--- config.mk ---
export PLATFORM = sky130hd
export DESIGN_NAME = fenotipo_serial
export DESIGN_NICKNAME = d
export VERILOG_FILES = /design/src/rtl/fenotipo_pkg.sv /design/src/rtl/fenotipo_serial_shift.sv /design/src/rtl/fenotipo_serial.sv
export SDC_FILE = /design/constraint.sdc
export NUM_CORES = 2
export LEC_CHECK = 0
export BUFFER_PORTS_ARGS = -buffer_cell sky130_fd_sc_hd__buf_2
export CAP_MARGIN = 20
export CORE_MARGIN = 8
export CORE_UTILIZATION = 55
export CTS_CLUSTER_SIZE = 20
export DETAILED_ROUTE_END_ITERATION = 7
export GPL_TIMING_DRIVEN = 0
export PLACE_DENSITY = 0.77
export RECOVER_POWER = 25
export SYNTH_ARGS = -nofsm -noshare
export SYNTH_HDL_FRONTEND = slang
export SYNTH_SLANG_ARGS = --single-unit
--- constraint.sdc ---
create_clock -name clk -period 2.75 [get_ports clk]
set_input_delay 0.275 -clock clk [delete_from_list [all_inputs] [get_ports clk]]
set_output_delay 0.275 -clock clk [all_outputs]
set_load 0.01 [all_outputs]
--- src/rtl/fenotipo_pkg.sv ---
`default_nettype none
// ============================================================================
// Module      : fenotipo_pkg
// Description : Shared constants, loader state encoding and slice helpers
//               for the serially loaded chromosome holder.
// Revision    : 1.0 - initial release
// ============================================================================
package fenotipo_pkg;

    localparam int c_N_LES    = 27;
    localparam int c_LE_BITS  = 15;
    localparam int c_N_OUTS   = 4;
    localparam int c_OUT_BITS = 6;
    localparam int c_CHROM_W  = 453;

    typedef enum logic [1:0] {
        IDLE = 2'd0,
        LOAD = 2'd1,
        PEND = 2'd2
    } state_e;

    function automatic int le_offset(input int k, input int le_bits);
        return k * le_bits;
    endfunction

    // Output selectors sit directly above the packed LE fields.
    function automatic int out_offset(input int j, input int n_les,
                                      input int le_bits, input int out_bits);
        return n_les * le_bits + j * out_bits;
    endfunction

endpackage
`default_nettype wire

--- src/rtl/fenotipo_serial_shift.sv ---
`default_nettype none
// ============================================================================
// Module      : cromossomo_shift
// Description : Shadow shift register and beat counter for chromosome loads.
// Revision    : 1.0 - initial release
// ============================================================================
module cromossomo_shift
    import fenotipo_pkg::*;
#(
    parameter int CHROM_W = c_CHROM_W,
    parameter int SER_W   = 1
) (
    input  logic               clk,
    input  logic               rst,
    input  logic               clear,
    input  logic               shift_en,
    input  logic [SER_W-1:0]   data,
    output logic               full,
    output logic [CHROM_W-1:0] shadow
);

    localparam int c_BEATS = CHROM_W / SER_W;
    localparam int c_CNT_W = $clog2(c_BEATS + 1);
    localparam logic [c_CNT_W-1:0] c_LAST = c_CNT_W'(c_BEATS - 1);

    generate
        if (CHROM_W % SER_W != 0) begin : g_bad_ser_w
            $error("CHROM_W must be a multiple of SER_W");
        end
    endgenerate

    logic [c_CNT_W-1:0]       r_count_q;
    logic [c_CNT_W-1:0]       w_count_d;
    logic [CHROM_W-1:0]       r_shadow_q;
    logic [CHROM_W-1:0]       w_shadow_d;
    logic [CHROM_W+SER_W-1:0] w_cat;

    assign w_cat = {data, r_shadow_q};

    always_comb begin
        w_count_d  = r_count_q;
        w_shadow_d = r_shadow_q;
        if (clear) begin
            w_count_d = '0;
        end else if (shift_en) begin
            w_shadow_d = w_cat[CHROM_W+SER_W-1:SER_W];
            w_count_d  = r_count_q + c_CNT_W'(1);
        end
    end

    always_ff @(posedge clk) begin
        if (rst) begin
            r_count_q  <= '0;
            r_shadow_q <= '0;
        end else begin
            r_count_q  <= w_count_d;
            r_shadow_q <= w_shadow_d;
        end
    end

    // High in the cycle whose accepted beat completes the chromosome.
    assign full   = shift_en && !clear && (r_count_q == c_LAST);
    assign shadow = r_shadow_q;

endmodule
`default_nettype wire

--- src/rtl/fenotipo_serial.sv ---
`default_nettype none
// ============================================================================
// Module      : fenotipo_serial
// Description : Double-buffered chromosome loader with deferred atomic swap.
// Revision    : 1.0 - initial release
// ============================================================================
module fenotipo_serial
    import fenotipo_pkg::*;
#(
    parameter int N_LES    = c_N_LES,
    parameter int LE_BITS  = c_LE_BITS,
    parameter int N_OUTS   = c_N_OUTS,
    parameter int OUT_BITS = c_OUT_BITS,
    parameter int CHROM_W  = c_CHROM_W,
    parameter int SER_W    = 1
) (
    input  logic                         clk,
    input  logic                         rst,
    input  logic                         load_start,
    input  logic                         load_abort,
    input  logic                         load_valid,
    input  logic [SER_W-1:0]             load_data,
    output logic                         load_ready,
    input  logic                         eval_busy,
    output logic                         busy,
    output logic                         commit,
    output logic                         cfg_valid,
    output logic [15:0]                  gen_count,
    output logic [N_LES*LE_BITS-1:0]     conf_les,
    output logic [N_OUTS*OUT_BITS-1:0]   conf_outs
);

    localparam int c_USED = N_LES * LE_BITS + N_OUTS * OUT_BITS;

    generate
        if (CHROM_W < c_USED) begin : g_bad_chrom_w
            $error("CHROM_W too small for the LE and output fields");
        end
    endgenerate

    state_e               r_state_q, w_state_d;
    logic                 r_ready_q, w_ready_d;
    logic                 r_busy_q, w_busy_d;
    logic                 r_commit_q, w_commit_d;
    logic                 r_cfg_valid_q, w_cfg_valid_d;
    logic [15:0]          r_gen_count_q, w_gen_count_d;
    logic [CHROM_W-1:0]   r_active_q, w_active_d;
    logic                 w_clear;
    logic                 w_shift_en;
    logic                 w_full;
    logic [CHROM_W-1:0]   w_shadow;

    // Abort outranks restart and beats in LOAD; IDLE only reacts to start.
    assign w_clear    = load_start &&
                        ((r_state_q == IDLE) || ((r_state_q == LOAD) && !load_abort));
    assign w_shift_en = (r_state_q == LOAD) && load_valid && !load_start && !load_abort;

    cromossomo_shift #(
        .CHROM_W (CHROM_W),
        .SER_W   (SER_W)
    ) u_shift (
        .clk      (clk),
        .rst      (rst),
        .clear    (w_clear),
        .shift_en (w_shift_en),
        .data     (load_data),
        .full     (w_full),
        .shadow   (w_shadow)
    );

    always_comb begin
        w_state_d  = r_state_q;
        w_commit_d = 1'b0;
        case (r_state_q)
            IDLE: if (load_start) w_state_d = LOAD;
            LOAD: begin
                if (load_abort)  w_state_d = IDLE;
                else if (w_full) w_state_d = PEND;
            end
            PEND: begin
                if (load_abort) begin
                    w_state_d = IDLE;
                end else if (!eval_busy) begin
                    w_commit_d = 1'b1;
                    w_state_d  = IDLE;
                end
            end
            default: w_state_d = IDLE;
        endcase
        w_active_d    = w_commit_d ? w_shadow : r_active_q;
        w_gen_count_d = r_gen_count_q + {15'd0, w_commit_d};
        w_cfg_valid_d = r_cfg_valid_q | w_commit_d;
        w_ready_d     = (w_state_d == LOAD);
        w_busy_d      = (w_state_d != IDLE);
    end

    always_ff @(posedge clk) begin
        if (rst) begin
            r_state_q     <= IDLE;
            r_ready_q     <= 1'b0;
            r_busy_q      <= 1'b0;
            r_commit_q    <= 1'b0;
            r_cfg_valid_q <= 1'b0;
            r_gen_count_q <= '0;
            r_active_q    <= '0;
        end else begin
            r_state_q     <= w_state_d;
            r_ready_q     <= w_ready_d;
            r_busy_q      <= w_busy_d;
            r_commit_q    <= w_commit_d;
            r_cfg_valid_q <= w_cfg_valid_d;
            r_gen_count_q <= w_gen_count_d;
            r_active_q    <= w_active_d;
        end
    end

    assign load_ready = r_ready_q;
    assign busy       = r_busy_q;
    assign commit     = r_commit_q;
    assign cfg_valid  = r_cfg_valid_q;
    assign gen_count  = r_gen_count_q;

    generate
        for (genvar k = 0; k < N_LES; k++) begin : g_les
            assign conf_les[le_offset(k, LE_BITS) +: LE_BITS] =
                r_active_q[le_offset(k, LE_BITS) +: LE_BITS];
        end
        for (genvar j = 0; j < N_OUTS; j++) begin : g_outs
            assign conf_outs[j*OUT_BITS +: OUT_BITS] =
                r_active_q[out_offset(j, N_LES, LE_BITS, OUT_BITS) +: OUT_BITS];
        end
        if (CHROM_W > c_USED) begin : g_spare
            logic w_unused_hi;
            assign w_unused_hi = ^r_active_q[CHROM_W-1:c_USED];
        end
    endgenerate

endmodule
`default_nettype wire

==> reports/qor.yml <==
top_layer: "met4"
syn_area_um2: 32900
instances_no_fill: 5478
die_y_um: 260
drive_gt1_share_pct: 6.82
synthesis.nets: 4099
grt_use_total_pct: 26.7
finClkSkew_ns: 0.0204
avgViaCountPerCell: 5.64
coreArea_um2: 59000
num_vias: 30900
cp_max_fo: 17
p_sw_share_pct: 22.3
finalInstanceArea_um2: 38700
path_delay_family: "simple AND/OR/NAND/NOR gates"
drtIter0Drc: 2639
pwr-share-clk_pct: 46.5
dr.pass1.iters: 7
dpl_cell_area_um2: 36100
required_ns: 3.30
startpoint_type: "register"
syn_inst: 4088
min_path_type: "in -> reg"
min_to: "busy"
rrSetupSlack_ns: 0.11
fillCellCount: 5278
start_util_pct: 55.7
fp.dieW_um: 260
met3RoutedLength_um: 7030
cts_inserted_buffers: 88
grt_max_degree: 18
ff2ff_path_depth: 9
end_kind: "register"
critPathMaxStageDelay_ns: 0.53
synth-edff-count: 0
multi_input_area_um2: 13000
vdd.ir_drop.worst_uv: 532
seqCellArea_um2: 18300
finalSetupViolCount: 0
synth_top_cell_area_share_pct: 55.6
yosys_most_used_dff: "dfxtp_1"
relSlewSlack_pct: 36.7
top_level_ports: 456
yosysTopAreaCell: "dfxtp_1"
cts-root-buf: "clkbuf_16"
nets: 4647
wl_met2_um: 44500
post-synth-top-count-cell: "dfxtp_1"
path_clk_slew_ns: 0.06
maxCapViolCount: 0
clk_path_buf_depth: 3
wl_met1_um: 41100
yosys-top-cells-area: "dfxtp_1 (56%), a21oi_1 (14%), nand2_1 (9.9%), nand3_1 (7.0%), o21ai_0 (6.9%)"
ys_ff_latch: 913
antenna_left: 0
power.leakage_uw: 0.0124
avgSynthCellArea_um2: 8.04
drc_errors: 0
wl_per_cell_um: 17.5
gp_congestion: 0.854
grt_first_pass_wirelength_um: 150000
whs_path_depth: 4
ys_warn_count: 0
ys_seq_area_share_pct: 55.6
synthToLayoutAreaGrowth_pct: 17.8
cts_max_level: 3
cts_tree: "yes"
gr-total-overflow: 0
grt_pass1_vias: 28700
cts_sinks: 913
wl_um: 95900
p_comb_share_pct: 3.1
cp_cell_sequence: "or4b_1 -> buf_6 -> clkinv_8 -> ha_4 -> ha_2 -> nand4_1 -> buf_4 -> or3_1 -> a21oi_1"
regToRegStartpoint: "r_state_q[0]"
seq_power_share_pct: 50.4
fmax_mhz: 379
antenna_found_initial: 1
crit_type: "reg -> reg"
hpwl_um: 66700
clock_latency_ns: 0.63
cp_num_buf_inv: 3
timing_hold_violations_final: 0
place_inst: 5315
die_area_um2: 67800
finalCritPeriodShare_pct: 95.9
cp_slowest_cell: "or4b_1"
power_density_nw_per_um2: 679
p_sw_uw: 5870
ys_async_sr_fraction_pct: 0
status: "finished, final reports clean"
arrival_ns: 3.18
port_buffers: 454
rows: 89
synth_cell_types: 39
min_period_ns: 2.64
min-delay-start: "load_abort"
timing.final.max_slew_violations: 0
tightest_slew_ns: 0.950
rsz0062_at_grt: "no"
synth_commonest_cells: "dfxtp_1 (913), a21oi_1 (897), nand2_1 (863)"
internal_power_uw: 20400
rr_endpoint: "gen_count[8]"
## layout by cell type (no fill, tap or decap), drive strengths merged, types with 2 or more instances in the layout
| master | synthesis | routed |
|---|---|---|
| o211ai | 4 | 4 |
| inv | 11 | 14 |
| dlygate4sd3 | 0 | 3 |
| a31o | 2 | 2 |
| dfxtp | 913 | 913 |
| or3 | 3 | 3 |
| o31ai | 8 | 8 |
| mux2i | 2 | 2 |
| nand4 | 7 | 7 |
| nor4 | 6 | 6 |
| nand3b | 2 | 2 |
| clkbuf | 343 | 813 |
| ha | 4 | 4 |
| nand3 | 461 | 461 |
| clkinvlp | 0 | 3 |
| buf | 58 | 173 |
| clkinv | 0 | 18 |
| xor2 | 2 | 2 |
| a21oi | 897 | 897 |
| mux2 | 4 | 4 |
| nand2b | 2 | 2 |
| o21ai | 460 | 460 |
| nor2 | 11 | 11 |
| nand2 | 863 | 863 |
| bufinv | 0 | 4 |
| or4 | 8 | 8 |
| nor2b | 6 | 6 |
## per-stage QoR
| step | utilization [%] | setup TNS [ns] | setup WS (ns) | hold WS (ns) | power, uW |
|---|---|---|---|---|---|
| global route | 65.6 | 0 | 0.0142 | 0.131 | 27000 |
| global placement | 61.2 | -15.56 | -0.685 | 0.440 | 14300 |
| CTS | 66.2 | 0 | 0.0696 | 0.0643 | 26400 |
| floorplan | - | 0 | 0.206 | 0.423 | 14000 |
| detailed placement | 61.2 | -22.59 | -0.746 | 0.441 | 14300 |
| finish | 65.6 | 0 | 0.114 | 0.0945 | 26300 |
## state kept, by name (all words and copies together), names as in the netlist
| signal | flops |
|---|---|
| u_shift.shadow | 453 |
| busy | 1 |
| cfg_valid | 1 |
| r_state_q | 2 |
| load_ready | 1 |
| r_active_q | 429 |
| u_shift.r_count_q | 9 |
| gen_count | 16 |
| commit | 1 |
## power by group through the flow
stage	Sequential [uW]	Clock [uW]	Combinational [uW]
floorplan	13500	0	523
global route	13200	12900	893
finish	13200	12200	820
detailed placement	13500	0	801
CTS	13200	12300	807
global placement	13500	0	799
## cell type report
type,count,share of cell area [%]
Antenna cell,1,0.00647
Buffer,400,4.15
Clock buffer,130,6.83
Clock inverter,28,0.766
Inverter,11,0.139
Multi-Input combinational cell,2763,33.5
Sequential cell,913,47.2
Tap cell,773,2.50
Timing Repair Buffer,459,4.89
## worst max path at each step
stage                          endpoint  slack [ns]  depth (start not counted)         start
after global placement    gen_count[14]       -0.68                         10     eval_busy
after detailed placement  gen_count[14]       -0.75                         10     eval_busy
after CTS                  gen_count[8]        0.07                          9  r_state_q[0]
after floorplan           gen_count[14]        0.21                          9  r_state_q[0]
final                      gen_count[8]        0.11                          9  r_state_q[0]
after global routing       gen_count[6]        0.01                          9  r_state_q[0]
## kinds of logic after synthesis
kind of cell,count (synthesis),synth area share [%]
AOI/OAI and AO/OA,1373,21.0
xor gates and xnor gates,3,0.0800
adders and majority gates,4,0.152
buffers and inverters,412,5.01
DFF,913,55.6
muxes,6,0.198
and+or+nand+nor,1377,17.9
## worst register-to-register path, delay by kind of cell (launching register included)
| kind | cells | cell delay [ns] |
|---|---|---|
| fa+ha+maj | 2 | 0.44 |
| compound gates | 1 | 0.16 |
| simple gates | 3 | 1.04 |
| flops | 1 | 0.35 |
| buf+inv | 3 | 0.56 |
## per-layer routing
| metal | vias to the layer above | GRT usage (%) |
|---|---|---|
| li1 | 15100 | - |
| met4 | 0 | 10.5 |
| met1 | 14600 | 34.5 |
| met5 | - | 0 |
| met3 | 185 | 6.02 |
| met2 | 1009 | 43.2 |
## what timing repair did
action,4_1_cts,5_1_grt
endpoints found under the setup margin,12,5
gates resized for setup,6,6
hold endpoints to repair,2,0
hold buffers,3,0
buffers inserted,2,0
pin swaps,0,1
(Power assumes the default switching activity.)
